### src/rtl/menu_ctrl.sv
// Front-panel menu controller: edge-detected, auto-repeating button events drive a
// browse/edit/apply FSM so the committed options word only ever changes atomically.
module menu_ctrl #(
  parameter int REPEAT_DLY = 50_000_000,
  parameter int REPEAT_PER = 10_000_000
) (
  input  logic       clk,
  input  logic       rst_n,
  input  logic       btnL,
  input  logic       btnR,
  input  logic       btnU,
  input  logic       btnD,
  input  logic       btnS,
  output logic [7:0] options,
  output logic [1:0] sel,
  output logic [2:0] cursor,
  output logic       editing,
  output logic       commit
);

  localparam int CNT_MAX = (REPEAT_DLY > REPEAT_PER) ? REPEAT_DLY : REPEAT_PER;
  localparam int CW      = $clog2(CNT_MAX) + 1;

  typedef enum logic [1:0] {BROWSE, EDIT, APPLY} state_t;

  // Button vector index: 0=L 1=R 2=U 3=D 4=S
  logic [4:0]    btn;
  logic [4:0]    b_q, b_d, b_qq_q, b_qq_d;
  logic [4:0]    ev_q, ev_d, press;
  logic [CW-1:0] cnt_q [2];
  logic [CW-1:0] cnt_d [2];
  logic [1:0]    rpt_q, rpt_d, rep_ev;
  state_t        state_q, state_d;
  logic [7:0]    options_q, options_d, shadow_q, shadow_d;
  logic [1:0]    sel_q, sel_d;
  logic [2:0]    cursor_q, cursor_d;
  logic          editing_q, editing_d, commit_q, commit_d;
  logic          ev_l, ev_r, ev_u, ev_d_btn, ev_s;

  assign btn = {btnS, btnD, btnU, btnR, btnL};

  always_comb begin
    b_d    = btn;
    b_qq_d = b_q;
    press  = b_q & ~b_qq_q;
    rep_ev = 2'b00;
    for (int i = 0; i < 2; i++) begin
      cnt_d[i] = '0;
      rpt_d[i] = 1'b0;
      // rpt_q marks that the initial delay has elapsed; the counter then restarts per period
      if (b_q[i]) begin
        if ((!rpt_q[i] && cnt_q[i] == CW'(REPEAT_DLY)) ||
            (rpt_q[i] && cnt_q[i] == CW'(REPEAT_PER))) begin
          rep_ev[i] = 1'b1;
          cnt_d[i]  = CW'(1);
          rpt_d[i]  = 1'b1;
        end else begin
          cnt_d[i] = cnt_q[i] + CW'(1);
          rpt_d[i] = rpt_q[i];
        end
      end
    end
    ev_d = press | {3'b000, rep_ev};
  end

  assign ev_l     = ev_q[0];
  assign ev_r     = ev_q[1];
  assign ev_u     = ev_q[2];
  assign ev_d_btn = ev_q[3];
  assign ev_s     = ev_q[4];

  always_comb begin
    state_d   = state_q;
    options_d = options_q;
    shadow_d  = shadow_q;
    sel_d     = sel_q;
    cursor_d  = cursor_q;
    commit_d  = 1'b0;
    case (state_q)
      APPLY: begin
        options_d = shadow_q;
        commit_d  = 1'b1;
        state_d   = BROWSE;
      end
      default: begin
        if (ev_s) begin
          if (state_q == BROWSE) begin
            shadow_d = options_q;
            state_d  = EDIT;
          end else begin
            state_d = APPLY;
          end
        end else if (ev_l && ev_r) begin
          if (state_q == EDIT) state_d = BROWSE;
        end else begin
          if (ev_l) cursor_d = cursor_q - 3'd1;
          if (ev_r) cursor_d = cursor_q + 3'd1;
          // U/D act on the cursor position from before any move this cycle
          if (ev_u != ev_d_btn) begin
            if (state_q == BROWSE) sel_d = ev_u ? sel_q + 2'd1 : sel_q - 2'd1;
            else                   shadow_d[cursor_q] = ev_u;
          end
        end
      end
    endcase
    editing_d = (state_d == EDIT);
  end

  always_ff @(posedge clk or negedge rst_n) begin
    if (!rst_n) begin
      b_q       <= '0;
      b_qq_q    <= '0;
      ev_q      <= '0;
      rpt_q     <= '0;
      for (int i = 0; i < 2; i++) cnt_q[i] <= '0;
      state_q   <= BROWSE;
      options_q <= '0;
      shadow_q  <= '0;
      sel_q     <= '0;
      cursor_q  <= '0;
      editing_q <= 1'b0;
      commit_q  <= 1'b0;
    end else begin
      b_q       <= b_d;
      b_qq_q    <= b_qq_d;
      ev_q      <= ev_d;
      rpt_q     <= rpt_d;
      for (int i = 0; i < 2; i++) cnt_q[i] <= cnt_d[i];
      state_q   <= state_d;
      options_q <= options_d;
      shadow_q  <= shadow_d;
      sel_q     <= sel_d;
      cursor_q  <= cursor_d;
      editing_q <= editing_d;
      commit_q  <= commit_d;
    end
  end

  assign options = options_q;
  assign sel     = sel_q;
  assign cursor  = cursor_q;
  assign editing = editing_q;
  assign commit  = commit_q;

endmodule

### config.mk
export PLATFORM = sky130hd
export DESIGN_NAME = menu_ctrl
export DESIGN_NICKNAME = d
export VERILOG_FILES = /design/src/rtl/menu_ctrl.sv
export SDC_FILE = /design/constraint.sdc
export NUM_CORES = 1
export LEC_CHECK = 0
export CAP_MARGIN = 5
export CORE_ASPECT_RATIO = 0.6
export CORE_MARGIN = 3
export CORE_UTILIZATION = 60
export DETAILED_ROUTE_END_ITERATION = 8
export GPL_TIMING_DRIVEN = 0
export PLACE_DENSITY = 0.77
export SYNTH_ARGS = -nofsm -noshare
export SYNTH_HDL_FRONTEND = slang
export SYNTH_SLANG_ARGS = --single-unit
### constraint.sdc
create_clock -name clk -period 5.4 [get_ports clk]
set_input_delay 1.62 -clock clk [delete_from_list [all_inputs] [get_ports clk]]
set_output_delay 1.62 -clock clk [all_outputs]
set_load 0.02 [all_outputs]
==> metrics.md, run 1 <==
| Metric | Value |
|---|---|
| Max Cap Viol | `0` |
| Synth area leader | `dfrtp_1` |
| Final Max Tran Viols | `0` |
| Setup Skew | `0.005928 ns` |
| Post-synthesis net count | `479` |
| Core area | `7507 sq um` |
| Die Wd | `121.3 um` |
| Post-synth top area share | `0.5020` |
| CTS max path bufs | `2` |
| Sequential-to-total area share from yosys stat | `0.5020` |
| Pwr dens | `345.8 nW/um^2` |
| # IOs | `22` |
| Critical Path Fanout Max | `3` |
| CTS buffer count | `9` |
| Root buf cell | `clkbuf_16` |
| Slowest Stage Delay on Critical Path | `0.63 ns` |
| Mean area per synthesized cell | `10.27 sq um` |
| Largest net degree at the start of global routing | `73` |
| Critical path's top delay family | `buffers and inverters` |
| Critical path's slowest cell | `clkdlybuf4s50_1` |
| Post-route design area | `5433 sq um` |
| Final total power | `1.879 mW` |
| Asr flop ratio synth | `1.000` |
| Post-DP Area | `5151 sq um` |
| Nets | `512` |
| Post-CTS setup buffer count | `0` |
| Min setup slack post-route | `2.389 ns` |
| Area grow syn2layout | `13.52%` |
| Yosys Warn Count | `0` |
| Number of synthesized register bits | `96` |
| GPL Wtd Cong | `0.9193` |
| Clock sink count | `96` |
| Buf+Inv Stages, Crit Path | `1` |
| Worst slack at placement | `2.753 ns` |
| TritonCTS clock tree | `done` |
| Worst slew pin tran | `0.5945 ns` |
| DRC | `0` |
| Std cell rows | `24` |
| RSZ-0062 raised after global routing | `false` |
| Leakage | `2.058 nW` |
| Non-Filler Instances | `608` |
| Vias | `3875` |
| Netlist Area Pre-Place | `4786 sq um` |
| Gr usage total | `0.2615` |
| Netlist cell types | `47` |
| Cells after synthesis | `466` |
| Cts hold-fix bufs | `0` |
| Fin. Hold Viols | `0` |
| Initial DRC count | `399` |
| Pre-antenna DRT Iters | `5` |
| Vias in the first global route | `3648` |
| Setup crit end kind | `output port` |
| Worst vdd ir | `0.0001904 V` |
| Synth area leaders | `dfrtp_1, xnor2_1, nor3_1` |
| CP Launch Type | `register` |
| Die area | `9119 sq um` |
| H-tree depth | `3` |
| Drt via density | `6.373` |
| Endpoints failing setup | `0` |
| First-pass GRT wire length | `18370 um` |
| Status | `completed` |
| DIE HEIGHT | `75.18 um` |
| Worst-skew pair later-pin latency | `0.35 ns` |
| Layout cells sized above 1 | `0.07738` |
| Post_cts resized | `0` |
| Post-route ant nets | `0` |
| CP Class | `reg -> out` |
| Diodes inserted | `0` |
| Worst slew margin | `0.6037` |
| Initial antenna violation count | `0` |
| Worst path required time | `3.78 ns` |
| Post-DP HPWL | `7446 um` |
| Maximum clock rate | `332.2 MHz` |
| Tmin final | `3.011 ns` |
| GRT Residual Overflow | `0` |
| Final critical-path share of the clock period | `0.5575` |
| CP Data Arrival Time | `1.39 ns` |
| Main synth FF type | `dfrtp_1` |
| IO Port Bufs | `21` |
| Hold Crit Class | `reg -> reg` |
| Wirelength, routed | `11010 um` |
| Number of enable flip-flop cells after synthesis | `0` |
| Clock transition at path regs | `0.07 ns` |
| Placed cell count | `592` |
| Starting Density | `0.6375` |
| CP cell instances | `clkdlybuf4s50_1` |
| WL/cell | `18.10 um` |
==> cells in the mapped netlist (all sizes together) (8+ instances only) <==
library cell  number
or3               19
clkbuf            16
nor2              16
o21a               8
o221ai             8
nand3             17
nand2             30
a211oi            24
dfrtp             96
or4               13
xnor2             28
o21ai             17
nand4             20
inv               23
mux2               9
nor3              35
nor3b              9
==> layout by cell type, fill, tap and decap left out, types with 3 or more instances in the layout <==
cell type	synthesis	layout
dfrtp_1	96	96
nor3_1	35	35
nand2_1	30	30
xnor2_1	28	28
inv_1	23	23
a211oi_1	23	23
nand4_1	20	20
clkdlybuf4s50_1	0	20
or3_1	19	19
nand3_1	17	17
o21ai_0	17	17
nor2_1	16	16
clkbuf_1	15	15
or4_1	11	11
nor3b_1	9	9
mux2_2	9	9
clkbuf_16	0	9
o21a_1	8	8
o221ai_1	8	8
o31ai_1	7	7
nor4b_1	7	7
nor4_1	6	6
xor2_1	5	5
a21oi_1	5	5
ha_1	5	5
and4_1	4	4
and3_1	4	4
and3b_1	4	4
nor2b_1	4	4
buf_2	3	3
nand3b_1	3	3
buf_6	3	3
mux2i_1	3	3
==> where the power goes <==
group          total, mW  switching (mW)  internal, mW
Sequential         0.863          0.0661         0.797
Clock              0.602           0.277         0.325
Combinational      0.413           0.218         0.194
Total               1.88           0.561          1.32
==> cell type report <==
| class | instances | area [sq um] |
|---|---|---|
| Buffer | 22 | 110.1 |
| Clock buffer | 10 | 239.0 |
| Clock inverter | 6 | 42.54 |
| Fill cell | 555 | 2074 |
| Inverter | 25 | 93.84 |
| Multi-Input combinational cell | 323 | 2180 |
| Sequential cell | 96 | 2402 |
| Tap cell | 104 | 130.1 |
| Timing Repair Buffer | 22 | 235.2 |
==> flip-flops by register name, indices dropped and copies added (netlist names) <==
signal / cells
editing: 1
b_q: 5
state_q: 2
cnt_q: 54
cursor: 3
ev_q: 5
options: 8
rpt_q: 2
commit: 1
sel: 2
shadow_q: 8
b_qq_q: 5
==> worst paths after layout <==
check	start	endpoint	slack [ns]	depth (start not counted)
max reg2reg	cnt_q[44]	cnt_q[29]	2.94	5
max in group asynchronous	rst_n	cnt_q[28]	3.58	2
min in group asynchronous	rst_n	b_q[3]	1.17	1
max	cursor[0]	cursor[0]	2.39	1
min	b_q[4]	b_qq_q[4]	0.38	0
min reg2reg	b_q[4]	b_qq_q[4]	0.38	0
==> logic make-up after synthesis <==
| family | count (synthesis) | synth area share |
|---|---|---|
| compound gates | 73 | 0.1080 |
| simple gates | 199 | 0.2424 |
| mux | 12 | 0.02745 |
| xor+xnor | 33 | 0.06039 |
| flops | 96 | 0.5020 |
| fa+ha+maj | 6 | 0.01726 |
| buf+inv | 47 | 0.04261 |
==> routing by layer <==
metal,part of all wire,GRT usage
met1,0.50,0.3901
met2,0.42,0.3682
met3,0.067,0.07432
met4,0.013,0.08944
met5,0,0
==> through the flow <==
step / setup TNS, ns / hold WS, ns / util
finish: 0 / 0.3822 / 0.7237
global route: 0 / 0.3919 / 0.7237
CTS: 0 / 0.3770 / 0.7237
detailed placement: 0 / 0.3549 / 0.6862
global placement: -74.44 / 0.3505 / 0.6828
floorplan: 0 / 0.3465 / -
No activity file was read; power rests on OpenSTA's default activity.
==> inputs of run 2 (changes only) <==
==> constraint.sdc (replaced) <==
create_clock -name clk -period 3.1 [get_ports clk]
set_input_delay 0.93 -clock clk [delete_from_list [all_inputs] [get_ports clk]]
set_output_delay 0.93 -clock clk [all_outputs]
set_load 0.02 [all_outputs]
==> results of run 2 <==
Same layout as run 1 (identical final DEF). Status: completed.
Main changes from that run: setup slack after placement 2.753 ns -> 0.7031 ns; setup slack after layout 2.389 ns -> 0.6426 ns; start point of the critical path cursor[0] -> cnt_q[44]; end point of the critical path cursor[0] -> cnt_q[29]; register-to-register setup slack 2.94 ns -> 0.64 ns; total power 1.879 mW -> 3.273 mW; worst IR drop on VDD 0.0001904 V -> 0.0003316 V
==> inputs of run 3 (changes only) <==
==> constraint.sdc (replaced) <==
create_clock -name clk -period 2.45 [get_ports clk]
set_input_delay 0.735 -clock clk [delete_from_list [all_inputs] [get_ports clk]]
set_output_delay 0.735 -clock clk [all_outputs]
set_load 0.02 [all_outputs]
==> metrics.md, run 3 (same netlist as run 1, synthesis figures left out) <==
| Metric | Value |
|---|---|
| Die Wd | `121.3 um (unchanged)` |
| Final Max Tran Viols | `0 (unchanged)` |
| Clock transition at path regs | `0.07 ns (about the same)` |
| Std cell rows | `24 (unchanged)` |
| Biggest register | `cnt_q (unchanged)` |
| Nets | `512 (unchanged)` |
| RR Startpoint | `cnt_q[17] (was cnt_q[44])` |
| Post_cts resized | `0 (unchanged)` |
| Fill count | `554 (was 555)` |
| Min setup slack post-route | `0.05531 ns (was 0.6426 ns)` |
| Hold Crit Class | `in -> async (was reg -> reg)` |
| H-tree depth | `3 (unchanged)` |
| Root buf cell | `clkbuf_16 (unchanged)` |
| Worst slack at placement | `0.05312 ns (was 0.7031 ns)` |
| Pwr dens | `760.9 nW/um^2 (was 602.4 nW/um^2)` |
| Most common library cell in the layout ignoring fill and taps | `dfrtp_1 (unchanged)` |
| CP Data Arrival Time | `2.59 ns (was 2.66 ns)` |
| Maximum clock rate | `417.6 MHz (was 406.9 MHz)` |
| Largest net degree at the start of global routing | `73 (unchanged)` |
| Critical Path Fanout Max | `10 (unchanged)` |
| CTS max path bufs | `2 (unchanged)` |
| Pre-antenna DRT Iters | `5 (unchanged)` |
| Worst path required time | `2.65 ns (was 3.30 ns)` |
| Placed cell count | `592 (unchanged)` |
| CP Class | `reg -> reg (unchanged)` |
| # IOs | `22 (unchanged)` |
| Cts hold-fix bufs | `0 (unchanged)` |
| Worst slew margin | `0.6098 (was 0.6037)` |
| Post-route ant nets | `0 (unchanged)` |
| Final total power | `4.139 mW (was 3.273 mW)` |
| Fin. Hold Viols | `0 (unchanged)` |
| CTS buffer count | `9 (unchanged)` |
| TritonCTS clock tree | `done (unchanged)` |
| Setup crit end kind | `register (unchanged)` |
| First-pass GRT wire length | `18370 um (unchanged)` |
| Worst-skew pair later-pin latency | `0.35 ns (about the same)` |
| Worst flop-to-flop path endpoint | `cnt_q[21] (was cnt_q[29])` |
| WL/cell | `18.07 um (was 18.10 um)` |
| DIE HEIGHT | `75.18 um (unchanged)` |
| Post-CTS setup buffer count | `0 (unchanged)` |
| Endpoints failing setup | `0 (unchanged)` |
| DRC | `0 (unchanged)` |
| Initial antenna violation count | `0 (unchanged)` |
| Critical Path End | `cnt_q[21] (was cnt_q[29])` |
| CP Launch Type | `register (unchanged)` |
| Status | `completed (unchanged)` |
| Tmin final | `2.395 ns (was 2.457 ns)` |
| GPL Wtd Cong | `0.9193 (unchanged)` |
| Starting Density | `0.6375 (unchanged)` |
| RSZ-0062 raised after global routing | `false (unchanged)` |
| Max Cap Viol | `0 (unchanged)` |
| Clock sink count | `96 (unchanged)` |
| Leakage | `2.058 nW (about the same)` |
| Worst vdd ir | `0.0004198 V (was 0.0003316 V)` |
| Gr usage total | `0.2615 (unchanged)` |
| Final critical-path share of the clock period | `0.9774 (was 0.7927)` |
| Initial DRC count | `344 (was 399)` |
| IO Port Bufs | `21 (unchanged)` |
| Vias | `3849 (was 3875)` |
| Wirelength, routed | `10990 um (was 11010 um)` |
| Setup Skew | `0.005882 ns (was 0.005928 ns)` |
| Post-DP HPWL | `7446 um (unchanged)` |
| Crit path from | `cnt_q[17] (was cnt_q[44])` |
| Reg2reg path depth | `6 (was 5)` |
| Layout cells sized above 1 | `0.07738 (unchanged)` |
| Non-Filler Instances | `608 (unchanged)` |
| Core area | `7507 sq um (unchanged)` |
| Commonest cells after routing, fill and taps aside | `dfrtp_1, nor3_1, nand2_1, xnor2_1 (unchanged)` |
| Worst slew pin tran | `0.5799 ns (was 0.5945 ns)` |
| Diodes inserted | `0 (unchanged)` |
| Area grow syn2layout | `13.67% (was 13.52%)` |
| Setup slack, reg-to-reg | `0.06 ns (was 0.64 ns)` |
| Die area | `9119 sq um (unchanged)` |
| GRT Residual Overflow | `0 (unchanged)` |
| Max reg flops | `54 (unchanged)` |
| Drt via density | `6.331 (was 6.373)` |
| Vias in the first global route | `3648 (unchanged)` |
run 3: how the worst min path moves through the flow:
| stage | startpoint | depth (start not counted) | endpoint | slack [ns] |
|---|---|---|---|---|
| after floorplan | b_q[2] | 0 | b_qq_q[2] | 0.35 |
| after global placement | b_q[4] | 0 | b_qq_q[4] | 0.35 |
| after detailed placement | b_q[2] | 0 | b_qq_q[2] | 0.35 |
| after CTS | rst_n | 1 | b_q[3] | 0.28 |
| after global routing | rst_n | 1 | b_q[3] | 0.29 |
| final | rst_n | 1 | b_q[3] | 0.29 |
run 3: critical path, cell delays in order (launching register included):
cell,delay [ns]
dfrtp_1,0.36
buf_2,0.18
or4b_1,0.55
or4_4,0.52
a21oi_4,0.35
buf_6,0.21
a211oi_1,0.07
run 3: per-stage QoR:
stage | hold WS (ns) | area, sq um | util | setup TNS, ns
after floorplan | 0.3465 | 4786 | - | 0
after global placement | 0.3505 | 5126 | 0.6828 | -272.68
after detailed placement | 0.3549 | 5151 | 0.6862 | 0
after CTS | 0.2832 | 5433 | 0.7237 | 0
after global routing | 0.2941 | 5440 | 0.7247 | 0
final | 0.2862 | 5440 | 0.7247 | 0
run 3: metal layers:
layer / global-route usage / up-vias / part of all wire
met1: 0.3901 / 1914 / 0.49
met5: 0 / - / 0
li1: - / 1787 / -
met2: 0.3682 / 137 / 0.43
met3: 0.07432 / 11 / 0.069
met4: 0.08944 / 0 / 0.010
run 3: layout make-up:
type                            count  area [sq um]  share of cell area
Tap cell                          104         130.1             0.02392
Clock inverter                      6         42.54            0.007820
Buffer                             22         110.1             0.02024
Sequential cell                    96          2402              0.4416
Timing Repair Buffer               22         235.2             0.04324
Inverter                           25         93.84             0.01725
Multi-Input combinational cell    323          2187              0.4020
Clock buffer                       10         239.0             0.04393
run 3: power breakdown:
group	internal (mW)	switching, mW	leakage [nW]
logic	0.429	0.481	0.699
clock network	0.717	0.610	0.135
registers	1.76	0.145	1.22
total	2.90	1.24	2.06
